--- config.mk ---
export PLATFORM = sky130hd
export DESIGN_NAME = regfile_write_queue
export DESIGN_NICKNAME = d
export VERILOG_FILES = /design/src/rtl/regfile_write_queue.sv
export SDC_FILE = /design/constraint.sdc
export NUM_CORES = 1
export LEC_CHECK = 0
export ABC_AREA = 1
export CAP_MARGIN = 20
export CORE_ASPECT_RATIO = 0.75
export CORE_MARGIN = 2
export CORE_UTILIZATION = 37
export CTS_CLUSTER_SIZE = 16
export DETAILED_ROUTE_END_ITERATION = 16
export GPL_ROUTABILITY_DRIVEN = 0
export HOLD_SLACK_MARGIN = 0.08
export PLACE_DENSITY_LB_ADDON = 0.08
export SLEW_MARGIN = 20
export SYNTH_ARGS = -nofsm -noshare
export SYNTH_HDL_FRONTEND = slang
export SYNTH_SLANG_ARGS = --single-unit
--- constraint.sdc ---
create_clock -name clk -period 1.6 [get_ports clk]
set_input_delay 0.16 -clock clk [delete_from_list [all_inputs] [get_ports clk]]
set_output_delay 0.16 -clock clk [all_outputs]
set_load 0.03 [all_outputs]
--- src/rtl/regfile_write_queue.sv ---
// regfile_write_queue: in-order write-back buffer draining one result per cycle into register_block.
// Define WQ_BYPASS_EN to compile in the pending-write lookup on ReadReg1/ReadReg2.
module regfile_write_queue #(
  parameter int DEPTH = 4,
  parameter int AW    = 3,
  parameter int DW    = 32
) (
  input  logic                     clk,
  input  logic                     rst_n,
  input  logic                     in_valid,
  output logic                     in_ready,
  input  logic [AW-1:0]            in_reg,
  input  logic [DW-1:0]            in_data,
  input  logic                     wb_hold,
  output logic                     RegWrite,
  output logic [AW-1:0]            WriteReg,
  output logic [DW-1:0]            WriteData,
  output logic [$clog2(DEPTH):0]   count,
  input  logic [AW-1:0]            ReadReg1,
  input  logic [AW-1:0]            ReadReg2,
  output logic                     fwd_hit1,
  output logic [DW-1:0]            fwd_data1,
  output logic                     fwd_hit2,
  output logic [DW-1:0]            fwd_data2
);

  localparam int PW = $clog2(DEPTH);
  localparam int CW = PW + 1;
  localparam logic [CW-1:0] FULL_COUNT = CW'(DEPTH);

  logic [PW-1:0] rdPtrReg, rdPtrNext;
  logic [PW-1:0] wrPtrReg, wrPtrNext;
  logic [CW-1:0] countReg, countNext;
  logic [AW-1:0] regMem  [DEPTH];
  logic [DW-1:0] dataMem [DEPTH];
  logic          notEmpty, full, push, pop;

  assign notEmpty = (countReg != '0);
  assign full     = (countReg == FULL_COUNT);
  assign push     = in_valid && !full;
  assign pop      = notEmpty && !wb_hold;

  // Head is presented combinationally; an entry pushed this edge shows up next cycle.
  assign in_ready  = !full;
  assign RegWrite  = pop;
  assign WriteReg  = notEmpty ? regMem[rdPtrReg]  : '0;
  assign WriteData = notEmpty ? dataMem[rdPtrReg] : '0;
  assign count     = countReg;

  always_comb begin
    rdPtrNext = rdPtrReg;
    wrPtrNext = wrPtrReg;
    countNext = countReg;
    if (push) wrPtrNext = wrPtrReg + PW'(1);
    if (pop)  rdPtrNext = rdPtrReg + PW'(1);
    case ({push, pop})
      2'b10:   countNext = countReg + CW'(1);
      2'b01:   countNext = countReg - CW'(1);
      default: countNext = countReg;
    endcase
  end

  always_ff @(posedge clk or negedge rst_n) begin
    if (!rst_n) begin
      rdPtrReg <= '0;
      wrPtrReg <= '0;
      countReg <= '0;
    end else begin
      rdPtrReg <= rdPtrNext;
      wrPtrReg <= wrPtrNext;
      countReg <= countNext;
    end
  end

  always_ff @(posedge clk or negedge rst_n) begin
    if (!rst_n) begin
      for (int i = 0; i < DEPTH; i++) begin
        regMem[i]  <= '0;
        dataMem[i] <= '0;
      end
    end else if (push) begin
      regMem[wrPtrReg]  <= in_reg;
      dataMem[wrPtrReg] <= in_data;
    end
  end

`ifdef WQ_BYPASS_EN
  logic [DEPTH-1:0] entryLive, match1, match2;

  // A slot is live when its distance from the head is below the occupancy.
  generate
    for (genvar gi = 0; gi < DEPTH; gi++) begin : gEntry
      logic [PW-1:0] age;
      assign age           = PW'(gi) - rdPtrReg;
      assign entryLive[gi] = ({1'b0, age} < countReg);
      assign match1[gi]    = entryLive[gi] && (regMem[gi] == ReadReg1);
      assign match2[gi]    = entryLive[gi] && (regMem[gi] == ReadReg2);
    end
  endgenerate

  // Walk oldest to youngest so the last match (closest to wrPtr) wins.
  always_comb begin
    logic [PW-1:0] slot;
    slot      = rdPtrReg;
    fwd_hit1  = 1'b0;
    fwd_data1 = '0;
    fwd_hit2  = 1'b0;
    fwd_data2 = '0;
    for (int k = 0; k < DEPTH; k++) begin
      slot = rdPtrReg + PW'(k);
      if (match1[slot]) begin
        fwd_hit1  = 1'b1;
        fwd_data1 = dataMem[slot];
      end
      if (match2[slot]) begin
        fwd_hit2  = 1'b1;
        fwd_data2 = dataMem[slot];
      end
    end
  end
`else
  logic unusedReadRegs;
  assign unusedReadRegs = ^{ReadReg1, ReadReg2};
  assign fwd_hit1  = 1'b0;
  assign fwd_data1 = '0;
  assign fwd_hit2  = 1'b0;
  assign fwd_data2 = '0;
`endif

endmodule

* Yosys cells after proc, flatten, opt, wreduce, memory -nomap -nowiden
Index checks and enable logic that the tools add are counted.
** Operators by class
- $add $sub $neg :: 4
- Multiply operators :: 0
- Divide/modulo/power cells :: 0
- Order comparisons :: 3
- Equality and inequality tests :: 3
- Shift operators :: 0
- Multiplexer cells :: 15
- Bitwise gates (word level) :: 2
- Reduce and logical (&&, ||, !) cells :: 7
** Operators by type and width (count)
- bitwise mux 128 bit :: 1
- 2-to-1 mux 32 bit :: 4
- binary-select mux 32 bit (select 2 bit) :: 1
- demux 32 bit (select 2 bit) :: 1
- bitwise mux 12 bit :: 1
- 2-to-1 mux 3 bit :: 4
- binary-select mux 3 bit (select 2 bit) :: 1
- demux 3 bit (select 2 bit) :: 1
- >= comparator 3 bit (second input constant) :: 2
- NOT 2 -> 3 bit :: 2
- case mux 3 bit (2 select lines) :: 1
- adder 2 x 1 -> 2 bit (second input constant) :: 2
- adder 3 x 1 -> 3 bit (second input constant) :: 1
- == test 3 bit (second input constant) :: 1
- logical AND 1 bit :: 3
- less-than comparator 3 x 1 -> 1 bit (second input constant) :: 1
- nonzero test 3 bit :: 1
- subtractor 3 x 1 -> 3 bit (second input constant) :: 1
- == test 2 x 1 -> 1 bit (second input constant) :: 1
- == test 2 bit (second input constant) :: 1
- logical NOT 1 bit :: 2
- nonzero test 2 bit :: 1
** Storage, ports and cells
- Flip-flop bits (word level) :: 147
- Latch bits :: 0
- Memory bits (writable) :: 0
- Bits in read-only memories :: 0
- Input bits :: 45
- Output and inout port bits :: 106
- Logic and storage cells :: 45
- Memories kept :: 0

* Longest topological paths before layout
Gate-level depths: netlist (run 1).
- Depth after elaboration :: 6
- Gate-level depth with buffers :: 12
- Gate-level depth less buffers :: 12

* Worst setup path before layout (run 1)
No wires, ideal clock.
- Path type :: reg-to-reg
- From :: register countReg[0] (netlist: count[0])
- To :: register countReg[2] (netlist: count[2])
- Library setup time :: 0.118 ns
- Arrival time :: 1.989 ns
- Required time :: 1.482 ns
- Slack :: -0.507 ns
- Stages on the path, launching flop included :: 12
- Path buffers :: 0
- Clock period less this slack :: 2.107 ns
- Path through :: dfrtp_1 > inv_2 > nand3_1 > nand2_1 > inv_1 > ha_1 > inv_1 > fa_1 > nand2_1 > nand3_1 > nand2_1 > nand2_1
** Between the ends
- Elaborated cells between the ends (all ways) :: 11
- Classes of those cells :: add/sub: 2; eq/ne: 3; mux: 1; reduce/logical: 5
** RTL lines
- from (decl) :: RTL line 33 : logic [CW-1:0] countReg, countNext;
- from (signal assigned) :: RTL line 71 : countReg <= countNext;
- nonzero test 3 bit (*) :: RTL line 38 : assign notEmpty = (countReg != '0);
- logical AND 1 bit (*) :: RTL line 41 : assign pop = notEmpty && !wb_hold;
- net RegWrite :: RTL line 15 : output logic RegWrite,
- == test 2 x 1 -> 1 bit or == test 2 bit (tied branches) :: RTL line 56 : case ({push, pop})
- case mux 3 bit (2 select lines) or nonzero test 2 bit (tied branches)
Mark *: on every way through the listed nets, which the timed path passes. The rest lies on a longest branch.
A chain may end at the register's enable or synchronous reset.

* Worst setup path after layout (run 1)
- From :: register rdPtrReg[0]
- To :: output WriteData[1]
** Between the ends
- Cells in the longest elaborated chain, start to end :: 5
** RTL lines
- from (decl) :: RTL line 31 : logic [PW-1:0] rdPtrReg, rdPtrNext;
- from (signal assigned) :: RTL line 69 : rdPtrReg <= rdPtrNext;
- NOT 2 -> 3 bit (not written as such) :: RTL line 47 : assign WriteData = notEmpty ? dataMem[rdPtrReg] : '0;
- binary-select mux 32 bit (select 2 bit) :: RTL line 47
- 2-to-1 mux 32 bit (not written as such) (2 in series) :: RTL line 47
- 2-to-1 mux 32 bit :: RTL line 47
- to (decl) :: RTL line 17 : output logic [DW-1:0] WriteData,
Every way passes these cells. The select of a mux whose other input is x is not followed.

==> results of run 1 <==
timing repair:
action                     CTS  global route
hold endpoints to repair   132             0
pin swaps                   10             8
gates cloned                 1             2
gates resized for setup    114            28
hold buffers                 1             0
buffers inserted             9            10
setup endpoints to repair   41            81
synth_stat cells (all sizes together):
cell type / instances / share of area, %
a21oi: 35 / 2.1
buf: 121 / 9.8
clkbuf: 30 / 1.3
clkinv: 1 / 0.044
conb: 1 / 0.044
dfrtp: 147 / 44
fa: 1 / 0.24
ha: 5 / 0.74
inv: 152 / 6.8
nand2: 434 / 19
nand3: 80 / 5.2
nand4: 141 / 10
o21ai: 2 / 0.12
xnor2: 2 / 0.21
layer usage:
metal	routed length, um	GRT usage [%]
met3	1038	3.773
met2	11650	33.50
met5	0	0
met1	12630	32.25
met4	146	3.930
cell families (layout without fill, tap and decap cells):
family	after synthesis	count (layout)
adders and majority gates	6	6
AOI/OAI and AO/OA	37	37
xor gates and xnor gates	2	2
buffers and inverters	304	339
other	1	66
and+or+nand+nor	655	655
DFF	147	147
worst max-delay path by stage:
stage	slack (ns)	endpoint	start	cells after the start
2_1_floorplan	-0.13	count[2]$_DFFE_PN0P_	count[0]$_DFFE_PN0P_	11
3_3_place_gp	-0.04	count[2]$_DFFE_PN0P_	wb_hold	11
3_5_place_dp	-0.07	count[2]$_DFFE_PN0P_	wb_hold	11
4_1_cts	-0.24	WriteData[1]	rdPtrReg[0]$_DFFE_PN0P_	6
5_1_grt	-0.29	WriteData[1]	rdPtrReg[0]$_DFFE_PN0P_	5
6_report	-0.24	WriteData[1]	rdPtrReg[0]$_DFFE_PN0P_	5
state kept, by name (all words and copies together), names as in the netlist:
register / cells
dataMem: 128
regMem: 12
count: 3
rdPtrReg: 2
wrPtrReg: 2
power by group:
group	total, mW	switching (mW)	internal, mW	leakage [nW]
Clock	4.03	1.80	2.23	0.277
Combinational	15.0	9.10	5.93	3.58
Sequential	6.36	0.924	5.44	1.84
Total	25.4	11.8	13.6	5.69
stage by stage:
step	instances	hold slack [ns]	setup TNS [ns]	setup WS [ns]
5_1_grt	1546	0.2032	-8.758	-0.2907
3_5_place_dp	1492	0.1139	-0.1325	-0.07119
4_1_cts	1534	0.1899	-7.412	-0.2396
2_1_floorplan	1217	-0.1356	-0.2609	-0.1328
6_report	1546	0.2114	-6.052	-0.2369
3_3_place_gp	1492	0.1090	-0.06528	-0.04402
worst max-delay path, cell delays in order (launching register included):
cell     delay [ns]
dfrtp_2        0.46
buf_12         0.20
nand2_1        0.09
nand3_1        0.08
a21oi_2        0.23
buf_6          0.16
layout make-up:
class	instances	share of cell area [%]
clock buffer	18	4.059
clock inverter	14	1.318
inverter	153	5.551
multi-input combinational	766	35.03
sequential	147	34.05
tap	294	3.400
timing repair buffer	154	16.60
==> impl_metrics.env, run 1 <==
export IMPL_cp_max_fo=40
export IMPL_die_h_um=134.7
export IMPL_r2r_end="count[2]$_DFFE_PN0P_"
export IMPL_io_buffer_count=78
export IMPL_hold_path_class="input port to register"
export IMPL_finalInstanceArea_mm2=0.01082
export IMPL_antenna_found_initial=0
export IMPL_worstReg2RegStart="count[1]$_DFFE_PN0P_"
export IMPL_cts_tree="built"
export IMPL_dieWidth_um=178.3
export IMPL_yosys_area_share_simple_pct=35.00
export IMPL_synth_seq_cells=147
export IMPL_fillers=2293
export IMPL_routed_wl_um=25460
export IMPL_worstMarginPinSlew_ns=0.5068
export IMPL_cts_made_buffers=17
export IMPL_ant_nets=0
export IMPL_synth_yosys_warnings=0
export IMPL_cp_end_kind="output port"
export IMPL_min_period_over_period_pct=114.8
export IMPL_hold_end="count[0]$_DFFE_PN0P_"
export IMPL_period_minus_slack_ns=1.837
export IMPL_total_power_mw=25.43
export IMPL_clk_path_buf_depth=2
export IMPL_maxCapViolations=0
export IMPL_violations="negative setup slack"
export IMPL_synth_area_mux_share_pct=0
export IMPL_slew_headroom_pct=66.21
export IMPL_whs_path_depth=4
export IMPL_crit_type="register to output port"
export IMPL_synth_fa_ha_area_share_pct=0.9792
export IMPL_place_area_mm2=0.009500
export IMPL_via_per_inst=4.836
export IMPL_htreeDepth=4
export IMPL_drtIter0Drc=509
export IMPL_setup_violations=39
export IMPL_io_pins=151
export IMPL_drive_gt1_share_pct=18.45
export IMPL_post_route_drc_count=0
export IMPL_grt_pass1_vias=7225
export IMPL_yosysUniqueCellTypes=20
export IMPL_initial_core_util_pct=37.94
export IMPL_r2r_slack_ns=-0.05
export IMPL_mostFrequentLayoutCell="nand2_1"
export IMPL_area_growth_pct=28.29
export IMPL_yosysSeqAreaShare_pct=43.62
export IMPL_synth_xor_area_share_pct=0.2077
export IMPL_synth_top_family_by_area="simple AND/OR/NAND/NOR gates"
export IMPL_nNetsFinal=1290
export IMPL_dp_final_hpwl_um=14930
export IMPL_drv_slew=0
export IMPL_overflow=0
export IMPL_critPathLaunchType="register"
export IMPL_min_from="in_valid"
export IMPL_cp_arrival_ns=1.68
export IMPL_grt_max_degree=78
export IMPL_grt_pass1_wl_um=40520
export IMPL_timing_fmax_mhz=544.4
export IMPL_clockRootBuffer="clkbuf_16"
export IMPL_fin_util_pct=48.67
export IMPL_synth_compound_area_share_pct=2.196
export IMPL_skew_ns=0.008615
export IMPL_regArea_mm2=0.003684
export IMPL_mostFrequentLayoutCells="416 x nand2_1, 145 x inv_1, 143 x dfrtp_1, 141 x nand4_1, 66 x conb_1"
export IMPL_clock_latency_ns=0.43
export IMPL_wl_per_cell_um=16.47
export IMPL_synth_area_mm2=0.008433
export IMPL_dieArea_mm2=0.02403
export IMPL_grt_use_total_pct=21.73
export IMPL_vias=7477
export IMPL_status="finished with violations"
export IMPL_final_hold_violation_count=0
export IMPL_cellLeakagePower_nw=5.694
export IMPL_multi_input_area_mm2=0.003790
export IMPL_diodes=0
export IMPL_rsz0062_at_grt="yes"
export IMPL_core_rowCount=47
export IMPL_rr_worst_depth=11
export IMPL_cts_sinks=147
export IMPL_ir_worst_vdd_uv=1114
export IMPL_p_per_area_mw_per_mm2=2350
export IMPL_design_core_area_mm2=0.02223
export IMPL_drt_pre_antenna_iters=5
export IMPL_syn_avg_cell_area_um2=7.320
export IMPL_worst_ep_required_time_ns=1.44
export IMPL_synthCells=1152
export IMPL_path_clk_slew_ns=0.07
export IMPL_worst_slack_ns=-0.2369
Power figures use the tool's default switching activity.
==> run 2, diff against run 1 <==
ABC_AREA = not set   (was 1)
CORE_MARGIN = not set   (was 2)
==> run 2 against run 1 <==
The run still ends with negative setup slack left. Critical path type unchanged. Utilization rose by 2.9 points. Count of clock-buffer cells in the layout increased by 1. Clock skew hardly changed. Non-clock buffer count up 24. Register-to-register slack got worse by 0.36 ns. Synthesized cell count fell by 58%.
==> impl_metrics.env, run 2 <==
export IMPL_status="finished with violations"
export IMPL_violations="negative setup slack"
export IMPL_drt_pre_antenna_iters=4
export IMPL_drtIter0Drc=207
export IMPL_core_rowCount=45
export IMPL_path_clk_slew_ns=0.07
export IMPL_netlist_top_cells_count="147 x dfrtp_1, 120 x mux2_4, 66 x buf_4"
export IMPL_nNetsFinal=700
export IMPL_synth_area_leaders="dfrtp_1 47%, mux2_4 23%, mux4_2 10%"
export IMPL_period_minus_slack_ns=2.081
export IMPL_ys_flop_type="dfrtp_1"
export IMPL_synthCells=481
export IMPL_syn_avg_cell_area_um2=16.23
export IMPL_synth_most_common_cell="dfrtp_1"
export IMPL_mostFrequentLayoutCells="142 x dfrtp_1, 122 x mux2_4, 66 x conb_1, 53 x buf_4, 47 x buf_6"
export IMPL_yosysUniqueCellTypes=23
export IMPL_die_h_um=127.8
export IMPL_finalInstanceArea_mm2=0.01055
export IMPL_overflow=0
export IMPL_cts_made_buffers=17
export IMPL_dp_final_hpwl_um=10700
export IMPL_cts_sinks=147
export IMPL_grt_max_degree=47
export IMPL_hold_path_class="input port to asynchronous set/reset pin"
export IMPL_total_power_mw=26.59
export IMPL_mostFrequentLayoutCell="dfrtp_1"
export IMPL_synth_seq_cells=147
export IMPL_largest_register="dataMem"
export IMPL_drv_slew=0
export IMPL_cts_tree="built"
export IMPL_maxCapViolations=0
export IMPL_cp_arrival_ns=1.92
export IMPL_io_pins=151
export IMPL_skew_ns=0.008115
export IMPL_internal_power_mw=17.54
export IMPL_dp_cells=882
export IMPL_synthArstFlopShare_pct=100.0
export IMPL_ir_worst_vdd_uv=1150
export IMPL_setup_violations=180
export IMPL_grt_pass1_vias=4500
export IMPL_vias=4272
export IMPL_worst_slack_ns=-0.4806
export IMPL_wl_per_cell_um=18.84
export IMPL_antenna_found_initial=1
export IMPL_timing_fmax_mhz=480.6
export IMPL_p_sw_share_pct=34.06
export IMPL_via_per_inst=4.525
export IMPL_clk_path_buf_depth=2
export IMPL_rr_worst_depth=7
export IMPL_crit_type="register to output port"
export IMPL_routed_wl_um=17790
export IMPL_worst_ep_required_time_ns=1.44
export IMPL_yosysTopAreaCell="dfrtp_1"
export IMPL_synth_area_mm2=0.007809
export IMPL_final_hold_violation_count=0
export IMPL_synth_yosys_warnings=0
export IMPL_dieWidth_um=169.8
export IMPL_min_period_over_period_pct=130.0
export IMPL_clockRootBuffer="clkbuf_16"
export IMPL_clock_latency_ns=0.42
export IMPL_grt_pass1_wl_um=27410
export IMPL_ant_nets=0
export IMPL_synth_edf_count=0
export IMPL_diodes=0
export IMPL_area_growth_pct=35.11
export IMPL_htreeDepth=4
export IMPL_dieArea_mm2=0.02170
export IMPL_p_seq_share_pct=25.5
export IMPL_post_route_drc_count=0
export IMPL_cellLeakagePower_nw=4.805
export IMPL_critPathLaunchType="register"
export IMPL_netlist_area_leader_share_pct=47.11
export IMPL_rsz0062_at_grt="yes"
export IMPL_combPwrFrac_pct=58.7
export IMPL_finalNonFillerCells=944
export IMPL_switchingPower_mw=9.057
export IMPL_p_per_area_mw_per_mm2=2521
export IMPL_cp_max_fo=8
export IMPL_drive_gt1_share_pct=58.61
export IMPL_initial_core_util_pct=38.21
export IMPL_grt_use_total_pct=17.22
export IMPL_design_core_area_mm2=0.02044
export IMPL_cp_end_kind="output port"
export IMPL_place_area_mm2=0.009134
export IMPL_largest_register_ffs=128
export IMPL_yosysSeqAreaShare_pct=47.11
export IMPL_io_buffer_count=78
export IMPL_clock_power_share_pct=15.8
## run 2: changes by cell type after synthesis, sizes merged, moves of 80 or more
cell,previous run,this run
nand2,434,1
nand4,141,0
nand3,80,0
inv,152,5
mux2,0,141
## run 2: worst paths after layout
kind	slack, ns	start	endpoint
min	0.24	rst_n	dataMem[96]$_DFFE_PN0P_
max	-0.48	rdPtrReg[0]$_DFFE_PN0P_	WriteData[7]
max in group asynchronous	0.66	rst_n	dataMem[88]$_DFFE_PN0P_
min reg2reg	0.50	dataMem[65]$_DFFE_PN0P_	dataMem[65]$_DFFE_PN0P_
min in group clk	0.45	in_data[0]	dataMem[32]$_DFFE_PN0P_
max reg2reg	-0.41	count[0]$_DFFE_PN0P_	regMem[7]$_DFFE_PN0P_
## run 2: layout make-up
type,count,area (um^2)
clock buffers,19,442.9
clock inverters,13,175.2
fillers,1728,9888
inverters,5,18.77
multi-input cells,300,3750
flip-flops and latches,147,3685
well taps,282,352.8
repair buffers,178,2126
## run 2: stage by stage
stage	setup WS [ns]	util (%)	hold WS (ns)	TNS [ns]
detailed placement	-0.4560	44.69	0.1400	-49.00
floorplan	-0.4828	-	-0.1356	-41.88
global placement	-0.4530	44.69	0.1398	-45.68
global route	-0.5676	51.62	0.2820	-70.09
CTS	-0.6041	50.52	0.2526	-69.13
finish	-0.4806	51.62	0.2378	-61.58
## run 2: layer usage
metal | wire length, um | GRT usage (%)
met1 | 8690 | 24.56
met2 | 8058 | 25.53
met3 | 918 | 4.816
met4 | 119 | 4.769
met5 | 0 | 0
## run 2: cells by family after synthesis
kind of cell	Yosys count	share of synthesized area [%]
XOR/XNOR	6	0.6730
AND/OR/NAND/NOR	45	3.797
flip-flops	147	47.11
other	1	0.04802
adder cells (fa/ha/maj)	6	1.058
buffers and inverters	99	10.99
multiplexers	177	36.32
## run 2: power by group through the flow
stage / Combinational [mW] / Sequential [mW] / Clock, mW
detailed placement: 13.5 / 6.77 / 0
global route: 16.4 / 7.02 / 4.47
finish: 15.6 / 6.78 / 4.20
CTS: 14.4 / 6.78 / 4.31
global placement: 13.4 / 6.77 / 0
floorplan: 9.47 / 6.47 / 0
## run 2: critical path: stages, from the launching register on
cell and delay [ns]:
dfrtp_2 0.40, buf_6 0.13, clkbuf_16 0.17, mux4_2 0.52, nor2b_4 0.14, buf_6 0.13
## run 2: what timing repair did
item | 4_1_cts | 5_1_grt
cloned | 11 | 2
endpoints found under the setup margin | 182 | 180
pin swaps | 8 | 5
hold buffers | 1 | 0
endpoints found under the hold margin | 42 | 0
gates resized for setup | 160 | 196
setup buffers | 12 | 9
==> run 3, diff against run 2 <==
CORE_MARGIN = 1.5   (was not set)
==> run 3 against run 2 <==
The flow still finishes with violations (negative setup slack). Count of clock-buffer cells in the layout up 1. Register-to-register slack better by 0.08 ns. Non-clock buffer count down 5. Final cell count down 0.53%. Largest power group unchanged.
==> impl_metrics.env, run 3 (same netlist as run 2, synthesis figures left out) <==
export IMPL_final_hold_violation_count=0
export IMPL_mostFrequentLayoutCells="142 x dfrtp_1, 120 x mux2_4, 66 x conb_1, 51 x buf_4, 40 x buf_6"
export IMPL_cp_arrival_ns=1.98
export IMPL_diodes=0
export IMPL_drt_pre_antenna_iters=4
export IMPL_core_rowCount=45
export IMPL_worst_slack_ns=-0.5414
export IMPL_clock_latency_ns=0.42
export IMPL_grt_use_total_pct=17.78
export IMPL_critPathSlowestCell="mux4_2"
export IMPL_drive_gt1_share_pct=58.45
export IMPL_violations="negative setup slack"
export IMPL_worst_ep_required_time_ns=1.44
export IMPL_dieWidth_um=170.8
export IMPL_cellLeakagePower_nw=4.818
export IMPL_ant_nets=0
export IMPL_htreeDepth=4
export IMPL_clock_power_share_pct=15.5
export IMPL_path_clk_slew_ns=0.06
export IMPL_maxCapViolations=0
export IMPL_p_per_area_mw_per_mm2=2539
export IMPL_io_pins=151
export IMPL_post_route_drc_count=0
export IMPL_period_minus_slack_ns=2.141
export IMPL_critPathLaunchType="register"
export IMPL_hold_path_class="input port to asynchronous set/reset pin"
export IMPL_design_core_area_mm2=0.02044
export IMPL_timing_fmax_mhz=467.0
export IMPL_crit_family="buffers and inverters"
export IMPL_status="finished with violations"
export IMPL_die_h_um=128.8
export IMPL_cts_made_buffers=17
export IMPL_cp_end_kind="output port"
export IMPL_via_per_inst=4.517
export IMPL_vias=4241
export IMPL_cpPeakStageDelay_ns=0.49
export IMPL_io_buffer_count=78
export IMPL_dieArea_mm2=0.02199
export IMPL_internal_power_mw=17.70
export IMPL_setup_violations=179
export IMPL_cts_tree="built"
export IMPL_switchingPower_mw=9.150
export IMPL_nNetsFinal=695
export IMPL_grt_pass1_vias=4624
export IMPL_grt_max_degree=48
export IMPL_initial_core_util_pct=38.21
export IMPL_crit_buf_inv=4
export IMPL_mostFrequentLayoutCell="dfrtp_1"
export IMPL_skew_ns=0.007272
export IMPL_p_seq_share_pct=25.2
export IMPL_min_period_over_period_pct=133.8
export IMPL_antenna_found_initial=0
export IMPL_pre_cts_ws_ns=-0.4803
export IMPL_cts_sinks=147
export IMPL_rsz0062_at_grt="yes"
export IMPL_p_sw_share_pct=34.08
export IMPL_overflow=0
export IMPL_drtIter0Drc=189
export IMPL_crit_type="register to output port"
export IMPL_largest_register="dataMem"
export IMPL_ir_worst_vdd_uv=1150
export IMPL_wl_per_cell_um=19.73
export IMPL_dp_final_hpwl_um=10680
export IMPL_grt_pass1_wl_um=28410
export IMPL_fillers=1707
export IMPL_crit_path_cell_trace="buf_12 -> buf_12 -> buf_6 -> mux4_2 -> nor2b_4 -> buf_6"
export IMPL_cp_max_fo=8
export IMPL_multi_input_area_mm2=0.003777
export IMPL_clk_path_buf_depth=2
export IMPL_drv_slew=0
export IMPL_combPwrFrac_pct=59.3
export IMPL_regArea_mm2=0.003685
export IMPL_largest_register_ffs=128
export IMPL_clockRootBuffer="clkbuf_16"
export IMPL_area_growth_pct=35.43
export IMPL_tns_ns=-50.48
export IMPL_routed_wl_um=18530
run 3: cell type report:
cell class | instances | share of cell area, %
clock inverters | 12 | 1.455
well taps | 282 | 3.336
clock buffers | 20 | 4.319
inverters | 5 | 0.1775
flip-flops and latches | 147 | 34.84
repair buffers | 173 | 20.15
multi-input cells | 300 | 35.72
run 3: worst register-to-register path, stage by stage (launching register included):
cell and delay (ns):
dfrtp_2 0.43, or3b_4 0.43, nand2_4 0.08, ha_4 0.14
inv_2 0.03, fa_2 0.32, xor2_1 0.14, nor2_1 0.12
xor2_1 0.15
run 3: timing repair:
| item | CTS | global route |
|---|---|---|
| hold endpoints to repair | 147 | 0 |
| gates cloned | 15 | 3 |
| hold buffers | 1 | 0 |
| setup buffers | 13 | 5 |
| pin swaps | 7 | 3 |
| gates resized for setup | 190 | 161 |
| setup endpoints to repair | 182 | 179 |
run 3: per-stage QoR:
stage	utilization, %	std cells	area, um^2	power, mW	hold WS [ns]
after floorplan	-	546	8128	15.93	-0.1356
after global placement	44.58	877	9111	20.12	0.07747
after detailed placement	44.58	877	9111	20.31	0.07839
after CTS	50.61	938	10340	25.64	0.1990
after global routing	51.74	939	10580	28.25	0.2245
final	51.74	939	10580	26.85	0.2059
run 3: metal layers:
layer / track usage, % / up-vias / share of wire [%]
li1: - / 1901 / -
met5: 0 / - / 0
met4: 5.518 / 0 / 1.3
met2: 27.13 / 95 / 46
met3: 3.845 / 18 / 4.3
met1: 25.31 / 2227 / 49
run 3: path summary, 6_finish.rpt:
kind	startpoint	endpoint	slack, ns	cells after the start
min in group clk	in_data[31]	dataMem[127]$_DFFE_PN0P_	0.44	2
max	rdPtrReg[0]$_DFFE_PN0P_	WriteData[27]	-0.54	6
max in group asynchronous	rst_n	rdPtrReg[1]$_DFFE_PN0P_	0.81	3
min reg2reg	dataMem[61]$_DFFE_PN0P_	dataMem[61]$_DFFE_PN0P_	0.50	1
min	rst_n	dataMem[64]$_DFFE_PN0P_	0.21	2
max reg2reg	count[1]$_DFFE_PN0P_	count[2]$_DFFE_PN0P_	-0.33	8
run 3: power by group through the flow:
stage | sequential, mW | clock [mW] | combinational, mW
2_1_floorplan | 6.47 | 0 | 9.47
3_3_place_gp | 6.77 | 0 | 13.4
3_5_place_dp | 6.80 | 0 | 13.5
4_1_cts | 6.78 | 4.26 | 14.6
5_1_grt | 7.03 | 4.44 | 16.8
6_report | 6.78 | 4.16 | 15.9
